## src/rtl/line_batch_controller.sv

```systemverilog
// line_batch_controller: walks a batch of lines through precompute, fragment and FB write phases.
// Ports: clk, reset_n; start/num_lines/abort/frag_gen_finish in; stage strobes, line_idx, busy, status out.
module line_batch_controller #(
    parameter int CNT_W          = 8,
    parameter int PRECOMP_WAIT   = 2,
    parameter int TIMEOUT_CYCLES = 4096
) (
    input  logic             clk,
    input  logic             reset_n,
    input  logic             start,
    input  logic [CNT_W-1:0] num_lines,
    input  logic             abort,
    input  logic             frag_gen_finish,
    output logic             load_line,
    output logic             rst_Precomputed,
    output logic             en_Precomputed,
    output logic             rst_fragment,
    output logic             start_fragment,
    output logic             FB_WE,
    output logic             en_FB_reg,
    output logic [CNT_W-1:0] line_idx,
    output logic             busy,
    output logic             sys_finish,
    output logic             timeout_err,
    output logic             aborted
);

    typedef enum logic [3:0] {
        S_IDLE,
        S_LOAD,
        S_RST_PRE,
        S_WAIT_PRE,
        S_RST_FRAG,
        S_START_FRAG,
        S_WAIT_FRAG,
        S_NEXT,
        S_FINISH
    } state_t;

    localparam logic [7:0]       PRE_LAST = 8'(PRECOMP_WAIT - 1);
    localparam logic [15:0]      TO_LAST  = 16'(TIMEOUT_CYCLES - 1);
    localparam logic [CNT_W-1:0] ONE      = CNT_W'(1);

    state_t           state;
    state_t           state_n;
    logic [CNT_W-1:0] count_q;
    logic [7:0]       pre_cnt;
    logic [15:0]      to_cnt;
    logic             take_batch;
    logic             clr_status;
    logic             inc_idx;
    logic             set_to;
    logic             set_ab;

    always_comb begin
        state_n    = state;
        take_batch = 1'b0;
        clr_status = 1'b0;
        inc_idx    = 1'b0;
        set_to     = 1'b0;
        set_ab     = 1'b0;
        unique case (state)
            S_IDLE: begin
                if (start) begin
                    clr_status = 1'b1;
                    if (num_lines != '0) begin
                        take_batch = 1'b1;
                        state_n    = S_LOAD;
                    end else begin
                        state_n = S_FINISH;
                    end
                end
            end
            S_LOAD:       state_n = S_RST_PRE;
            S_RST_PRE:    state_n = S_WAIT_PRE;
            S_WAIT_PRE: begin
                if (pre_cnt == PRE_LAST) state_n = S_RST_FRAG;
            end
            S_RST_FRAG:   state_n = S_START_FRAG;
            S_START_FRAG: state_n = S_WAIT_FRAG;
            S_WAIT_FRAG: begin
                if (frag_gen_finish) begin
                    state_n = S_NEXT;
                end else if (to_cnt == TO_LAST) begin
                    set_to  = 1'b1;
                    state_n = S_FINISH;
                end
            end
            S_NEXT: begin
                if (line_idx == count_q - ONE) begin
                    state_n = S_FINISH;
                end else begin
                    inc_idx = 1'b1;
                    state_n = S_LOAD;
                end
            end
            S_FINISH:     state_n = S_IDLE;
            default:      state_n = S_IDLE;
        endcase
        // abort outranks line completion and timeout in every busy state
        if (abort && state != S_IDLE) begin
            set_ab  = 1'b1;
            set_to  = 1'b0;
            inc_idx = 1'b0;
            state_n = (state == S_FINISH) ? S_IDLE : S_FINISH;
        end
    end

    always_ff @(posedge clk or negedge reset_n) begin
        if (!reset_n) begin
            state       <= S_IDLE;
            line_idx    <= '0;
            count_q     <= '0;
            pre_cnt     <= '0;
            to_cnt      <= '0;
            timeout_err <= 1'b0;
            aborted     <= 1'b0;
        end else begin
            state <= state_n;
            if (take_batch) begin
                count_q  <= num_lines;
                line_idx <= '0;
            end else if (inc_idx) begin
                line_idx <= line_idx + ONE;
            end
            if (clr_status) begin
                timeout_err <= 1'b0;
                aborted     <= 1'b0;
            end
            if (set_to) timeout_err <= 1'b1;
            if (set_ab) aborted <= 1'b1;
            if (state == S_RST_PRE) begin
                pre_cnt <= '0;
            end else if (state == S_WAIT_PRE) begin
                pre_cnt <= pre_cnt + 8'd1;
            end
            if (state == S_START_FRAG) begin
                to_cnt <= '0;
            end else if (state == S_WAIT_FRAG && !frag_gen_finish) begin
                to_cnt <= to_cnt + 16'd1;
            end
        end
    end

    assign load_line       = (state == S_LOAD);
    assign rst_Precomputed = (state == S_RST_PRE);
    assign en_Precomputed  = (state == S_WAIT_PRE) || (state == S_WAIT_FRAG);
    assign rst_fragment    = (state == S_RST_FRAG);
    assign start_fragment  = (state == S_START_FRAG);
    assign FB_WE           = (state == S_WAIT_FRAG);
    assign en_FB_reg       = (state == S_WAIT_FRAG);
    assign sys_finish      = (state == S_FINISH);
    assign busy            = (state != S_IDLE);

endmodule

```

## config.mk

```make
export PLATFORM = sky130hd
export DESIGN_NAME = line_batch_controller
export DESIGN_NICKNAME = d
export VERILOG_FILES = /design/src/rtl/line_batch_controller.sv
export SDC_FILE = /design/constraint.sdc
export NUM_CORES = 1
export LEC_CHECK = 0
export CORE_MARGIN = 1.5
export CORE_UTILIZATION = 35
export CTS_BUF_LIST = sky130_fd_sc_hd__clkbuf_8
export DETAILED_ROUTE_END_ITERATION = 8
export GPL_TIMING_DRIVEN = 1
export PLACE_DENSITY_LB_ADDON = 0.05
export SLEW_MARGIN = 20
export SYNTH_ARGS = -nofsm -noshare
export SYNTH_HDL_FRONTEND = slang
export SYNTH_SLANG_ARGS = --single-unit
```

## constraint.sdc

```tcl
create_clock -name clk -period 2.07 [get_ports clk]
set_input_delay 0.207 -clock clk [delete_from_list [all_inputs] [get_ports clk]]
set_output_delay 0.207 -clock clk [all_outputs]
set_load 0.1 [all_outputs]
```

After elaboration in Yosys (flattened, before gate mapping)
Index checks and enable logic that the tools add are counted.
{"block": "totals", "ff_bits": 46, "out_inout_bits": 19, "word_cells": 69}
{"block": "classes", "addsub": 4, "eq_ne": 14, "mux": 31, "n_reduce_logical": 13}
{"cell": "$mux 16", "n": 2}
{"cell": "$mux 4", "n": 8}
{"cell": "$mux 8", "n": 4}
{"cell": "$pmux 4 s8", "n": 1}
{"cell": "$add 16x1->16 const B", "n": 1}
{"cell": "$add 8x1->8 const B", "n": 2}
{"cell": "$eq 16x12->1 const B", "n": 1}
{"cell": "$eq 4x3->1 const B", "n": 4}
{"cell": "$mux 1", "n": 16}
{"cell": "$reduce_bool 2->1", "n": 5}
{"cell": "$eq 4x2->1 const B", "n": 2}
{"cell": "$eq 8x1->1 const B", "n": 1}
{"cell": "$eq 8x8->1", "n": 1}
{"cell": "$reduce_bool 8->1", "n": 1}
{"cell": "$sub 8x1->8 const B", "n": 1}
{"cell": "$ne 3x3->1 const B", "n": 2}
{"cell": "$eq 4x1->1 const B", "n": 1}
{"cell": "$eq 4x4->1 const B", "n": 1}
{"cell": "$logic_not 4->1", "n": 1}
{"cell": "$ne 4x2->1 const B", "n": 1}
{"cell": "$reduce_bool 4->1", "n": 1}
{"cell": "$reduce_and 3->1", "n": 1}
{"cell": "$logic_and 1x1->1", "n": 2}
{"cell": "$logic_not 1->1", "n": 1}
{"cell": "$logic_or 1x1->1", "n": 1}

Longest topological paths before layout
{"block": "depth", "ltp_word": 7, "ltp_mapped": 10}

Worst setup path after synthesis
OpenSTA, ideal clock, no wires.
{"block": "synth_path", "kind": "register to output", "from": "register state[0]", "to": "output port load_line", "arrival_time_ns": 2.861, "setup_slack_ns": -0.998, "path_stages_with_launch": 4, "path_buffers": 1, "path_cell_list": "dfrtp_1 > clkbuf_1 > nand2_1 > nor3_1"}
{"block": "synth_between", "elab_chain_len": 1}
{"element": "start, declared", "line_no": "44", "rtl": "state_t state;"}
{"element": "start signal, assigned", "line_no": "119", "rtl": "state <= state_n;"}
{"element": "$eq 4x1->1", "line_no": "145", "rtl": "assign load_line = (state == S_LOAD);"}
{"element": "end, declared", "line_no": "14", "rtl": "output logic load_line,"}
Every way passes these cells.

Final worst setup path
{"block": "layout_path", "from": "register count_q[0]", "to": "register line_idx[6]"}
{"block": "layout_between", "elab_chain_len": 6}
{"element": "start, declared", "line_no": "46", "rtl": "logic [CNT_W-1:0] count_q;"}
{"element": "start signal, assigned", "line_no": "121", "rtl": "count_q <= num_lines;"}
{"element": "$sub 8x1->8", "line_no": "90", "rtl": "if (line_idx == count_q - ONE) begin"}
{"element": "$eq 8x8->1", "line_no": "90"}
{"element": "$mux 1", "line_no": "90"}
{"element": "$mux 1", "line_no": "62", "rtl": "unique case (state)"}
{"element": "$mux 1", "line_no": "101", "rtl": "if (abort && state != S_IDLE) begin"}
{"element": "$reduce_bool 2->1 (no line)"}
{"element": "end signal, assigned", "line_no": "124", "rtl": "line_idx <= line_idx + ONE;"}
{"element": "end, declared", "line_no": "21", "rtl": "output logic [CNT_W-1:0] line_idx,"}
Every way passes these cells.
A chain may end at the register's enable or synchronous reset.

==> metrics.txt <==
via/cell ratio 5.16; Starting Density 36.5%; Cell Area, Placed 3310 um^2; die width 90.2 um; Pre-antenna DRT Iters 4; slowest stage delay, CP 0.38 ns; violated checks hold timing; Clock Tree Buf Depth 2; Slowest cell on crit path dfrtp_1; Crit path required time 2.27 ns; Power Density 1190 nW/um^2; post-synthesis register bit count 46; fin area 3490 um^2; worst slew margin relative to its limit 59.0%; Crit Path Class reg2reg; post-route ant nets 0; area of the core 7290 um^2; R2R cell count 8; Synth area leader dfrtp_1; Final Hold Viols 5; DP HPWL 4530 um; Syn-to-layout area delta 31.3%; worst slack, placed -0.0417 ns; final wirelength 6350 um; critical path peak fanout 7; vias in the first global route 2182; Least-Margin Pin Slew 0.615 ns; # diodes 0; Max Cap Viol 0; Fmax 0.502 GHz; Tcrit/Tclk final 96.3%; DR vias 2249; Nets 354; Boundary Pins 32; share of the synthesized area in the top cell type 43.3%; first-pass GRT wire length 10700 um; Cell Area, Synth 2660 um^2; Tot Pwr 4150 uW; most frequent cell after synthesis dfrtp_1; fin crit period 1.99 ns; cells after synthesis 283; Synth cell types 49; outcome finished, violations left; largest cells by area after synthesis dfrtp_1 (43%), xor2_1 (6.3%), nand2_1 (4.7%), nor2_1 (3.8%), mux2_2 (3.4%); startpoint types flip-flop; root buffer cell clkbuf_8; Post-Synthesis Net Count 301; I/O Buffers 31; Leak 0.00154 uW; die area 8140 um^2; initial drt markers 113; GRT overflow 0; layout cells sized above 1 26.4%; # setup viols final 0; syn_area_per_cell 9.40 um^2; VDD IR max 0.000843 V; final setup skew 0.0144 ns; Post-synth top cells dfrtp_1 (46), nand2_1 (33), nor2_1 (27); CTS tree yes; CP Capture Type flip-flop; antenna violations before repair 0; setup TNS 0 ns; async set-or-reset flop fraction in the synthesized netlist 100%; Rows 31; EDFF count, synth 0; pin count of the biggest net entering global routing 47; # DRC 0; synth warn 0; post-DR wirelength/cell 14.6 um; # clock sinks 46; worst-skew pair later-pin latency 0.30 ns; CTS Buf Count 5; worst min-delay path class in2async; Top FF cell, synth dfrtp_1; worst setup margin 0.0772 ns; Seq/Total Area, Yosys 43.3%; Layout fillers 724; CP Cell Sequence inv_1, ha_4, xnor2_1, and4_1, a41oi_1, a211oi_2, o31a_1, o21a_1; Die Height 90.2 um; Total GRT Usage 16.2%; Clock transition at path regs 0.09 ns; GP Congestion 0.760; Slew Viols, Final 0; worst hold margin -0.0126 ns; htree depth 2; Arrival @ worst endpoint 2.19 ns
-- path summary, 6_finish.rpt --
kind                       slack [ns]           to   startpoint
setup / recovery                 0.08  line_idx[6]   count_q[0]
hold / removal                  -0.01   pre_cnt[7]      reset_n
setup reg to reg                 0.08  line_idx[6]   count_q[0]
hold reg to reg                  0.54  line_idx[4]  line_idx[4]
max in group asynchronous        1.61  line_idx[6]      reset_n
min in group clk                 0.54  line_idx[4]  line_idx[4]
-- layout make-up --
| class | count | area (um^2) | area share, % |
|---|---|---|---|
| Clock inverter | 2 | 33.8 | 0.967 |
| Clock buffer | 6 | 82.6 | 2.36 |
| Inverter | 12 | 45.0 | 1.29 |
| Tap cell | 99 | 124 | 3.54 |
| Timing Repair Buffer | 56 | 558 | 16.0 |
| Sequential cell | 46 | 1170 | 33.4 |
| Multi-Input combinational cell | 215 | 1480 | 42.5 |
-- metrics by stage --
stage	utilization [%]	instances
after floorplan	-	283
after global placement	45.4	426
after detailed placement	45.4	426
after CTS	47.1	434
after global routing	47.9	436
final	47.9	436
-- kinds of logic after synthesis --
kind of cell             after synthesis  synth area share [%]
AO/OA/AOI/OAI                         48                  12.3
buffers and inverters                 22                  3.57
multiplexers                          14                  5.64
XOR/XNOR                              24                  7.90
flip-flops                            46                  43.3
adder cells (fa/ha/maj)                5                  2.35
AND/OR/NAND/NOR                      124                  25.0
-- flip-flops by register name (all words and copies together) (netlist names) --
| register | count |
|---|---|
| timeout_err | 1 |
| line_idx | 8 |
| aborted | 1 |
| to_cnt | 16 |
| state | 4 |
| count_q | 8 |
| pre_cnt | 8 |
-- layer usage --
metal	up-vias	share of wire, %	global-route usage [%]	routed length [um]
li1	1123	-	-	-
met5	-	0	0	0
met1	1084	49	22.6	3130
met4	0	1.1	3.97	70
met2	35	47	25.8	2990
met3	7	2.5	2.96	161
-- layout by cell type, fill, tap and decap left out, types with 3 or more instances in the layout --
master and count:
clkdlybuf4s50_1 11, inv_1 13, nor3_1 7, nand2b_1 4
nor4_1 6, nand4_1 12, nand3_1 11, o21ai_0 11
or2_2 3, nand2_1 33, buf_12 9, or3_1 4
a22o_1 3, and4_1 3, nor2_1 25, xor2_1 19
xnor2_1 5, a21oi_1 10, ha_1 4, mux2_2 8
nor2_2 3, dfrtp_1 37, clkbuf_8 6, buf_4 35
and3_1 3, dfrtp_2 7, mux2i_1 6
-- critical path, delay by kind of cell (launching register included) --
kind                       cells  cell delay (ns)
DFF                            1             0.38
adders and majority gates      1             0.19
AOI/OAI and AO/OA              4             0.96
and+or+nand+nor                1             0.19
xor gates and xnor gates       1             0.07
buffers and inverters          1             0.09
-- repair_timing --
| item | in CTS | in global routing |
|---|---|---|
| setup endpoints to repair | 6 | 11 |
| pin swaps | 2 | 3 |
| hold buffers | 0 | 0 |
| gates resized for setup | 1 | 9 |
| hold endpoints to repair | 0 | 0 |
| buffers inserted | 0 | 2 |
-- report_power, final --
group	switching, uW	internal [uW]
Clock	312	389
Sequential	246	1110
Combinational	1230	869
Total	1790	2360
Power figures use the tool's default switching activity.
